--- config.mk ---
export PLATFORM = sky130hd
export DESIGN_NAME = astable_timer_ctrl
export DESIGN_NICKNAME = d
export VERILOG_FILES = /design/src/rtl/astable_timer_ctrl.sv
export SDC_FILE = /design/constraint.sdc
export NUM_CORES = 1
export LEC_CHECK = 0
export CAP_MARGIN = 0
export CORE_ASPECT_RATIO = 1.75
export CORE_MARGIN = 3
export CORE_UTILIZATION = 50
export DETAILED_ROUTE_END_ITERATION = 10
export PLACE_DENSITY = 0.73
export RECOVER_POWER = 50
export SYNTH_ARGS = -nofsm -noshare
export SYNTH_HDL_FRONTEND = slang
export SYNTH_SLANG_ARGS = --single-unit
--- constraint.sdc ---
create_clock -name clk -period 3.6 [get_ports clk]
set_clock_uncertainty 0.1 [all_clocks]
set_input_delay 0.72 -clock clk [delete_from_list [all_inputs] [get_ports clk]]
set_output_delay 0.72 -clock clk [all_outputs]
set_load 0.03 [all_outputs]
--- src/rtl/astable_timer_ctrl.sv ---
// astable_timer_ctrl: clock-accurate 555-style astable pulse sequencer.
// Programmable OFF/ON durations in cycles, start/stop control, busy/done
// status and a saturating completed-pulse counter.
// Optional feature: define ASTABLE_BURST_EN to add the burst_len port and
// finite bursts terminated by a one-cycle done strobe. Without it the block
// free-runs until stop and done is tied low.
module astable_timer_ctrl #(
    parameter int unsigned CNT_W   = 16,
    parameter int unsigned BURST_W = 8,
    parameter int unsigned DEF_ON  = 353,
    parameter int unsigned DEF_OFF = 346
) (
    input  logic               clk,
    input  logic               rst_n,
    input  logic               cfg_we,
    input  logic [CNT_W-1:0]   cfg_on,
    input  logic [CNT_W-1:0]   cfg_off,
    input  logic               start,
    input  logic               stop,
`ifdef ASTABLE_BURST_EN
    input  logic [BURST_W-1:0] burst_len,
`endif
    output logic               pulse,
    output logic               busy,
    output logic               done,
    output logic [BURST_W-1:0] pulse_cnt
);

    localparam int unsigned BW1 = BURST_W + 1;

    typedef enum logic [1:0] {
        S_IDLE = 2'd0,
        S_OFF  = 2'd1,
        S_ON   = 2'd2,
        S_DONE = 2'd3
    } state_e;

    state_e             state_q, state_d;
    logic [CNT_W-1:0]   cnt_q,   cnt_d;
    logic [CNT_W-1:0]   on_q,    on_d;
    logic [CNT_W-1:0]   off_q,   off_d;
    logic [BURST_W-1:0] pcnt_q,  pcnt_d;
    logic               start_q;
    logic               pulse_q;
    logic               busy_q;
`ifdef ASTABLE_BURST_EN
    logic [BURST_W-1:0] burst_q, burst_d;
    logic               done_q;
`endif

    // Next-state, counter, configuration and pulse-count logic.
    always_comb begin
        state_d = state_q;
        cnt_d   = cnt_q;
        on_d    = on_q;
        off_d   = off_q;
        pcnt_d  = pcnt_q;
`ifdef ASTABLE_BURST_EN
        burst_d = burst_q;
`endif
        // Durations are only writable while idle; zero is clamped to one cycle.
        if (state_q == S_IDLE && cfg_we) begin
            on_d  = (cfg_on  == '0) ? CNT_W'(1) : cfg_on;
            off_d = (cfg_off == '0) ? CNT_W'(1) : cfg_off;
        end
        if (stop) begin
            state_d = S_IDLE;
        end else begin
            case (state_q)
                S_IDLE: begin
                    if (start_q) begin
                        state_d = S_OFF;
                        cnt_d   = off_q - CNT_W'(1);
                        pcnt_d  = '0;
`ifdef ASTABLE_BURST_EN
                        burst_d = burst_len;
`endif
                    end
                end
                S_OFF: begin
                    if (cnt_q == '0) begin
                        state_d = S_ON;
                        cnt_d   = on_q - CNT_W'(1);
                    end else begin
                        cnt_d = cnt_q - CNT_W'(1);
                    end
                end
                S_ON: begin
                    if (cnt_q == '0) begin
                        if (pcnt_q != '1) begin
                            pcnt_d = pcnt_q + BURST_W'(1);
                        end
                        state_d = S_OFF;
                        cnt_d   = off_q - CNT_W'(1);
`ifdef ASTABLE_BURST_EN
                        if (burst_q != '0 &&
                            (BW1'(pcnt_q) + BW1'(1)) == BW1'(burst_q)) begin
                            state_d = S_DONE;
                            cnt_d   = '0;
                        end
`endif
                    end else begin
                        cnt_d = cnt_q - CNT_W'(1);
                    end
                end
                S_DONE: begin
                    state_d = S_IDLE;
                end
                default: begin
                    state_d = S_IDLE;
                end
            endcase
        end
    end

    // State, counters and registered outputs; start is captured one cycle
    // ahead of the FSM, and a concurrent stop cancels it.
    always_ff @(posedge clk or negedge rst_n) begin
        if (!rst_n) begin
            state_q <= S_IDLE;
            cnt_q   <= '0;
            on_q    <= CNT_W'(DEF_ON);
            off_q   <= CNT_W'(DEF_OFF);
            pcnt_q  <= '0;
            start_q <= 1'b0;
            pulse_q <= 1'b0;
            busy_q  <= 1'b0;
`ifdef ASTABLE_BURST_EN
            burst_q <= '0;
            done_q  <= 1'b0;
`endif
        end else begin
            state_q <= state_d;
            cnt_q   <= cnt_d;
            on_q    <= on_d;
            off_q   <= off_d;
            pcnt_q  <= pcnt_d;
            start_q <= start & ~stop;
            pulse_q <= (state_d == S_ON);
            busy_q  <= (state_d == S_OFF) || (state_d == S_ON);
`ifdef ASTABLE_BURST_EN
            burst_q <= burst_d;
            done_q  <= (state_d == S_DONE);
`endif
        end
    end

    assign pulse     = pulse_q;
    assign busy      = busy_q;
    assign pulse_cnt = pcnt_q;
`ifdef ASTABLE_BURST_EN
    assign done      = done_q;
`else
    assign done      = 1'b0;
`endif

endmodule

* After elaboration in Yosys (flattened, before gate mapping)
Index checks and enable logic that the tools add are counted.
** Operators by class
- $add $sub $neg :: 4
- Equality and inequality tests :: 9
- Multiplexer cells :: 15
- Bitwise gates (word level) :: 2
- Reduce and logical (&&, ||, !) cells :: 10
** Operators by type and width (number)
- 16-bit 2-to-1 mux :: 5
- 16-bit zero test :: 3
- 16-bit case mux with 3 select lines :: 1
- 16-bit by 1-bit subtractor with 16-bit output, second input constant :: 3
- 8-bit 2-to-1 mux :: 3
- 8-bit case mux with 2 select lines :: 1
- 8-bit by 1-bit adder with 8-bit output, second input constant :: 1
- 2-bit 2-to-1 mux :: 4
- 8-bit != test, second input constant :: 1
- 2-bit case mux with 4 select lines :: 1
- 2-bit equality test, second input constant :: 3
- 2-bit != test, second input constant :: 3
- 5-bit AND reduction :: 1
- 2-bit by 1-bit equality test with 1-bit output, second input constant :: 2
- 3-bit AND reduction :: 1
- 3-bit nonzero test :: 1
- 2-bit zero test :: 1
- 2-bit nonzero test :: 1
- 1-bit bitwise AND :: 1
- 1-bit logical AND :: 1
- 1-bit logical OR :: 1
- 1-bit inverter :: 1
** Storage, ports and cells
- Register bits after elaboration :: 61
- Input port bits :: 37
- Output and inout bits :: 11
- Word-level logic and storage cells :: 48

* Logic depth before layout (Yosys ltp)
Gate-level depths: netlist (run 1).
- Word-level depth :: 6
- Gate-level depth with buffers :: 10
- Depth with buffers taken out :: 9

* Least setup slack after synthesis (run 1)
Ideal clock, no wire load.
- Kind :: reg2reg
- From :: reg cnt_q[0]
- To :: reg busy_q, in the netlist busy
- Setup time :: 63 ps
- Data arrival time :: 2379 ps
- Required time :: 3437 ps
- Slack :: 1058 ps
- Stages on the path, launching flop included :: 11
- Path buffers :: 1
- Period minus slack after synthesis :: 2542 ps
- Cells stage by stage :: dfrtp_1 > inv_1 > ha_1 > or3b_2 > nor3_4 > nand2_2 > clkbuf_1 > a211o_1 > nand3_1 > ha_1 > inv_1
** Between the ends
- Word-level cells in the longest chain between the ends :: 6
- Elaborated cells on any way between the ends :: 8
- Classes of those cells :: eq/ne (2); mux (4); reduce/logical (2)
** Ends and longest elaborated chain
- from (decl) :: RTL line 39 : logic [CNT_W-1:0] cnt_q, cnt_d;
- from (signal assigned) :: RTL line 134 : cnt_q <= cnt_d;
- 16-bit zero test (*) :: RTL line 81, 89
- 2-bit 2-to-1 mux (on tied branches) :: RTL line 89, 81
- 2-bit case mux with 4 select lines (*) :: RTL line 69 : case (state_q)
- 2-bit 2-to-1 mux (*) :: RTL line 66 : if (stop) begin
- 2-bit by 1-bit equality test with 1-bit output / 2-bit equality test (equally long branches) :: RTL line 140 : busy_q <= (state_d == S_OFF) || (state_d == S_ON);
- 1-bit logical OR (*) :: RTL line 140
- to (signal assigned) :: RTL line 140
- to (decl) :: RTL line 45 : logic busy_q;
Mark *: on every way between the ends. The rest lies on a longest branch, timed or not.
A chain may end at the register's enable or synchronous reset.

* Final worst setup path (run 1)
- From :: reg cnt_q[0]
- To :: reg busy_q, in the netlist busy
** Between the ends
- Word-level cells in the longest chain between the ends :: 6
- Elaborated cells on any way between the ends :: 8
- Classes of those cells :: eq/ne (2); mux (4); reduce/logical (2)
** Ends and longest elaborated chain
- 16-bit zero test (*) :: RTL line 81, 89
- 2-bit 2-to-1 mux (on tied branches) :: RTL line 89, 81
- 2-bit case mux with 4 select lines (*) :: RTL line 69
- 2-bit 2-to-1 mux (*) :: RTL line 66
- net state_d[1] :: RTL line 38 : state_e state_q, state_d;
- 2-bit by 1-bit equality test with 1-bit output / 2-bit equality test (equally long branches) :: RTL line 140
- 1-bit logical OR (*) :: RTL line 140
The timed path passes the listed nets; every way through them passes the cells marked *.

==> reports/results.tsv, run 1 <==
stage	metric	value	unit
clocking	cts_root_buf	clkbuf_16	
critical_path	startpoint_type	register	
critical_path	cp_slowest_cell	or3b_2	
cells_and_area	final_cells	564	
cells_and_area	area_growth	21.40	%
timing	rsz0062_at_grt	false	
timing	hold_violations	0	
place	port_buffers	46	
clocking	clkTransAtPathRegs	0.05	ns
timing	fin_crit	2.866	ns
clocking	holdBufCountCts	0	
route	drc	0	
pwr	p_leak	1.887	nW
yosys	synth_warnings	0	
yosys	synth_cells	423	
global_routing	antenna_found_initial	0	
die	die_h	124.8	um
die	die_area	9224	sq um
run_status	outcome	finished with violations	
route	wl_per_cell	19.43	um
timing	min_period_over_period	0.7960	
global_routing	grtUsageTotal	0.2495	
timing	finalSetupTns	0	ns
critical_path	worstSetupPathType	reg2reg	
yosys	synth_top_area_share	0.3226	
pwr	ir_worst_vdd	0.3930	mV
timing	drv_slew	65	
yosys	synth.avg_cell_area	9.536	sq um
route	postRouteAntennaNets	0	
route	wl	10.96	mm
global_routing	grt_pass1_wl	17.68	mm
die	ios	48	
global_routing	grt_max_degree	35	
place	hpwlAfterDp	8.255	mm
timing	max_freq	349.0	MHz
clocking	cts_max_path_buffers	2	
critical_path	crit_arrival	3.04	ns
route	via_count	3668	
yosys	ys_seq_area_frac	0.3812	
yosys	ys_types	63	
cells_and_area	nets	517	
timing	setup_violations	0	
yosys	synthTopCellsByArea	dfrtp_1 (32%), mux2_2 (9.8%), dfstp_2 (5.9%), xnor2_1 (4.8%), nor2_1 (3.2%)	
timing	slew_headroom	-0.1238	
critical_path	cp_cell_sequence	inv_1, ha_1, or3b_2, nor3_4, buf_4, and2_1, nor2_1, o41ai_1, ha_1, inv_1	
cells_and_area	final_cell_mix	dfrtp_1 (52), clkdlybuf4s50_1 (44), mux2_2 (35)	
yosys	synth_flop_cell	dfrtp_1	
clocking	htree_num_levels	3	
clocking	cts_buffers	9	
yosys	syn-num-nets	469	
cells_and_area	diodes	0	
cells_and_area	layout_commonest_cell	dfrtp_1	
place	dp_cells	548	
yosys	synth_area_leader_cell	dfrtp_1	
yosys	synth-seq-cells	61	
yosys	async_flop_share	1.000	
critical_path	crit_required	3.77	ns
clocking	cts_tree	built	
yosys	syn_area	4034	sq um
route	first_iter_violations	302	
critical_path	crit_path_end_kind	register	
die	fp.dieW	73.90	um
flow_run	drv_cap	2	
critical_path	max_stage_delay	0.52	ns
die	num_rows	42	
die	initial_core_util	0.5222	
global_routing	grt.overflow.total	0	
clocking	insertion_delay	0.34	ns
clocking	post_cts_buffers	0	
hold_path	hold_class	reg2reg	
timing	worstMarginPinSlew	1.686	ns
route	viasPerCell	6.504	
clocking	cts-resized-gates	0	
cells_and_area	drive_gt1_frac	0.1912	
yosys	synth_edf_count	0	
critical_path	path_max_fanout	13	
place	place.gp.congestion	0.9963	
route	firstDrtPassIters	6	
die	design.core.area	7725	sq um
global_routing	grt_pass1_vias	3625	
pwr	power_density	485.2	nW/um^2
clocking	clock-sinks	61	
run_status	violations	capacitance limit, slew limit	
cell type report:
class                      count  area [sq um]
tap                           88         110.1
clock inverter                 4         45.04
inverter                      13         48.80
timing repair buffer          58         553.0
fill                         656          2828
multi-input combinational    328          2336
sequential                    61          1538
clock buffer                  12         266.5
Yosys cell counts (3+ instances only):
| library cell | instances |
|---|---|
| o21ai_0 | 16 |
| nor3_1 | 15 |
| buf_2 | 3 |
| nor2_1 | 34 |
| or4_1 | 8 |
| nand3_1 | 16 |
| and3_1 | 3 |
| xnor2_1 | 22 |
| a31o_2 | 3 |
| or4b_2 | 3 |
| buf_4 | 3 |
| dfstp_2 | 9 |
| o31ai_1 | 6 |
| nor4_1 | 16 |
| a211oi_1 | 5 |
| a22o_1 | 10 |
| dfrtp_1 | 52 |
| mux2_2 | 35 |
| ha_1 | 9 |
| or3_1 | 7 |
| or4_4 | 3 |
| a21oi_1 | 13 |
| clkbuf_1 | 13 |
| inv_1 | 13 |
| nand4_1 | 9 |
| o211ai_1 | 6 |
| a31oi_1 | 9 |
| or2_2 | 5 |
| o221ai_1 | 3 |
| xor2_1 | 10 |
| nor3b_1 | 6 |
| nand2_1 | 19 |
sequential cells by signal (all words and copies together), names as in the netlist:
signal	count
busy	1
cnt_q	16
off_q	16
on_q	16
pulse	1
pulse_cnt	8
start_q	1
state_q	2
worst paths after layout:
path / from / endpoint / slack [ns] / depth (start not counted)
min reg2reg: on_q[15] / on_q[15] / 0.43 / 1
max reg2reg: cnt_q[0] / busy / 0.73 / 10
max: cnt_q[0] / busy / 0.73 / 10
min in group asynchronous: rst_n / state_q[0] / 0.69 / 1
max in group asynchronous: rst_n / on_q[6] / 1.75 / 2
min: on_q[15] / on_q[15] / 0.43 / 1
where the power goes:
part / switching, mW / total (mW) / leakage (nW) / internal, mW
logic: 0.276 / 0.527 / 0.992 / 0.251
clock network: 0.303 / 0.890 / 0.158 / 0.588
registers: 0.153 / 0.958 / 0.736 / 0.805
critical path, delay by kind of cell, from the launching register on:
family	cells	cell delay (ns)
AND/OR/NAND/NOR	4	1.10
adder cells (fa/ha/maj)	2	0.49
flip-flops	1	0.41
buffers and inverters	3	0.33
AO/OA/AOI/OAI	1	0.37
cells by family after synthesis:
kind of cell | synth area share
muxes | 0.1002
AOI/OAI and AO/OA | 0.1656
xor gates and xnor gates | 0.06948
other | 0.0009296
and+or+nand+nor | 0.2150
DFF | 0.3812
buffers and inverters | 0.03970
adders and majority gates | 0.02792
layer usage:
layer  vias to the layer above  global-route usage  wire, um
met1                      1751              0.2619      3841
met5                         -                   0         0
met2                       164              0.4252      5821
met3                        55             0.05089       586
li1                       1698                   -         -
met4                         0              0.1708       708
stage by stage:
| stage | setup slack [ns] | total power, mW | area (sq um) | hold slack (ns) | util |
|---|---|---|---|---|---|
| 6_report | 0.7343 | 2.376 | 4897 | 0.4298 | 0.6339 |
| 5_1_grt | 0.5540 | 2.486 | 4897 | 0.4505 | 0.6339 |
| 2_1_floorplan | 1.058 | 1.275 | 4034 | 0.3244 | - |
| 3_5_place_dp | 0.7171 | 1.483 | 4591 | 0.4211 | 0.5943 |
| 4_1_cts | 0.7080 | 2.377 | 4902 | 0.3529 | 0.6346 |
| 3_3_place_gp | 0.7957 | 1.471 | 4591 | 0.4146 | 0.5943 |
Note: power is estimated with default switching activity, not from simulation.
==> run 2: changes to the inputs <==
==> constraint.sdc (replaced) <==
create_clock -name clk -period 2.8 [get_ports clk]
set_clock_uncertainty 0.1 [all_clocks]
set_input_delay 0.56 -clock clk [delete_from_list [all_inputs] [get_ports clk]]
set_output_delay 0.56 -clock clk [all_outputs]
set_load 0.03 [all_outputs]
==> run 2 against run 1 <==
Against the previous run: the flow now finishes without violations; sequential cell count unchanged; die area unchanged; maximum frequency up 8.2%; count of clock-buffer cells in the layout unchanged; routed wire length up 1.5%; via count down 0.65%; total power up 30%; sequential power up 27%; worst hold slack worse by 0.035 ns; register-to-register slack worse by 0.58 ns; clock power up 29%.
==> reports/results.tsv, run 2 (synthesis results as in run 1) <==
stage	metric	value	unit	change
run_status	outcome	complete, no violations		
critical_path	cp_slowest_cell	or3b_2		
place	port_buffers	46		unchanged
route	postRouteAntennaNets	0		unchanged
critical_path	crit_required	2.93	ns	-0.84 ns
pwr	ir_worst_vdd	0.4841	mV	+23%
critical_path	rr_endpoint	pulse_cnt[6]		
timing	hold_violations	0		unchanged
die	fp.dieW	73.90	um	unchanged
cells_and_area	nFillCells	638		-2.7%
place	dp_cells	562		+2.6%
clocking	cts_buffers	9		unchanged
die	num_rows	42		unchanged
cells_and_area	area_growth	23.98	%	
die	ios	48		unchanged
clocking	cts_tree	built		
pwr	p_leak	1.958	nW	+3.7%
critical_path	r2r-start	cnt_q[1]		
pwr	p_sw	0.9481	mW	+30%
timing	max_freq	377.5	MHz	+8.2%
critical_path	crit_start	cnt_q[1]		
place	hpwlAfterDp	8.494	mm	+2.9%
critical_path	reg2reg_slack	0.15	ns	-0.58 ns
cells_and_area	drive_gt1_frac	0.2184		+0.02719
critical_path	startpoint_type	register		
route	wl_per_cell	19.25	um	-0.92%
critical_path	r2r_cells	8		-2
timing	hold_ws	0.3950	ns	-0.03485 ns
place	place_ws	0.1264	ns	-0.5907 ns
timing	slew_headroom	0.1304		+0.2542
timing	drv_slew	0		-100%
global_routing	antenna_found_initial	0		unchanged
global_routing	grt_pass1_wl	18.40	mm	+4.0%
cells_and_area	diodes	0		unchanged
flow_run	drv_cap	0		-2
place	placed_area	4696	sq um	+2.3%
global_routing	grt_pass1_vias	3649		+0.66%
place	place.gp.congestion	1.017		+2.1%
critical_path	crit_path_end_kind	register		
cells_and_area	stdcell_area	5001	sq um	+2.1%
pwr	p_clk_frac	0.373		-0.002
pwr	power_density	616.6	nW/um^2	+27%
timing	rsz0062_at_grt	false		
cells_and_area	layout.core_utilization	0.6474		+0.01344
global_routing	grt.overflow.total	0		unchanged
timing	setup_violations	0		unchanged
timing	finalSetupTns	0	ns	unchanged
route	via_count	3644		-0.65%
pwr	p_int	2.135	mW	+30%
critical_path	max_stage_delay	0.54	ns	+0.02 ns
cells_and_area	final_cell_mix	dfrtp_1 (52), clkdlybuf4s50_1 (45), mux2_2 (35)		
timing	setup_slack	0.1510	ns	-0.5832 ns
cells_and_area	reg_top3	cnt_q: 16 flops, off_q: 16 flops, on_q: 16 flops		
global_routing	grt_max_degree	41		+17%
clocking	cts_root_buf	clkbuf_16		
route	viasPerCell	6.304		-3.1%
pwr	pwr-share-seq	0.397		-0.006
pwr	swShare	0.3075		-0.0005053
timing	worstMarginPinSlew	1.304	ns	-0.3813 ns
route	wl	11.13	mm	+1.5%
cells_and_area	nets	531		+2.7%
timing	min_period_over_period	0.9461		+0.1500
die	die_area	9224	sq um	unchanged
clocking	insertion_delay	0.34	ns	about the same
cells_and_area	layout_commonest_cell	dfrtp_1		
clocking	cts_max_path_buffers	2		unchanged
route	firstDrtPassIters	5		-1
clocking	htree_num_levels	3		unchanged
hold_path	hold_class	in2async		
cells_and_area	final_cells	578		+2.5%
die	die_h	124.8	um	unchanged
timing	fin_crit	2.649	ns	-0.2168 ns
critical_path	crit_arrival	2.78	ns	-0.26 ns
route	drc	0		unchanged
global_routing	grtUsageTotal	0.2590		+0.009450
clocking	clock-sinks	61		unchanged
critical_path	endpoint	pulse_cnt[6]		
critical_path	path_max_fanout	9		-4
pwr	combPwrFrac	0.231		+0.009
critical_path	worstSetupPathType	reg2reg		
clocking	holdBufCountCts	0		unchanged
route	first_iter_violations	344		+14%
critical_path	cp_cell_sequence	inv_1, ha_1, or3b_2, nor3_4, nand2_2, nor3_1, mux2_2, a22o_1		
pwr	power.total	3.084	mW	+30%
die	initial_core_util	0.5222		unchanged
die	design.core.area	7725	sq um	unchanged
clocking	clkTransAtPathRegs	0.05	ns	about the same
[run 2: changes by cell type in the layout (fill, tap and decap cells not counted), sizes merged]
| cell | before | now |
|---|---|---|
| buf | 11 | 23 |
| clkbuf | 14 | 16 |
| clkdlybuf4s50 | 44 | 45 |
| dlygate4sd3 | 1 | 0 |
[run 2: power by group through the flow]
stage               Combinational (mW)  Sequential [mW]  Clock, mW
detailed placement               0.707             1.23          0
global placement                 0.700             1.22          0
finish                           0.711             1.22       1.15
floorplan                        0.459             1.18          0
CTS                              0.714             1.21       1.16
global route                     0.777             1.25       1.22
[run 2: worst min path at each step]
| stage | from | endpoint | slack, ns | cells past startpoint |
|---|---|---|---|---|
| finish | rst_n | start_q | 0.39 | 1 |
| global route | on_q[15] | on_q[15] | 0.47 | 1 |
| CTS | rst_n | start_q | 0.14 | 1 |
| detailed placement | on_q[0] | on_q[0] | 0.43 | 2 |
| global placement | off_q[15] | off_q[15] | 0.42 | 1 |
| floorplan | rst_n | busy | 0.16 | 0 |
[run 2: worst max-delay path: cells and delay by family (launching register included)]
kind	cells	cell delay, ns
compound gates	1	0.17
fa+ha+maj	1	0.19
buf+inv	1	0.08
flops	1	0.39
mux	1	0.35
simple gates	4	1.25
[run 2: metal layers]
| layer | wire length [um] | global-route usage |
|---|---|---|
| met5 | 0 | 0 |
| met4 | 605 | 0.1323 |
| met3 | 448 | 0.06624 |
| met2 | 5822 | 0.4362 |
| met1 | 4250 | 0.2901 |
[run 2: area by class of cell]
class / count / area (sq um) / share of cell area
Timing Repair Buffer: 72 / 640.6 / 0.1281
Inverter: 13 / 48.80 / 0.009757
Multi-Input combinational cell: 328 / 2352 / 0.4704
Clock inverter: 4 / 45.04 / 0.009007
Sequential cell: 61 / 1538 / 0.3075
Clock buffer: 12 / 266.5 / 0.05329
Tap cell: 88 / 110.1 / 0.02202
[run 2: timing repair]
item                                   4_1_cts  5_1_grt
buffers inserted                             0        0
gates resized for setup                      0        3
setup endpoints to repair                    0        3
endpoints found under the hold margin        0        0
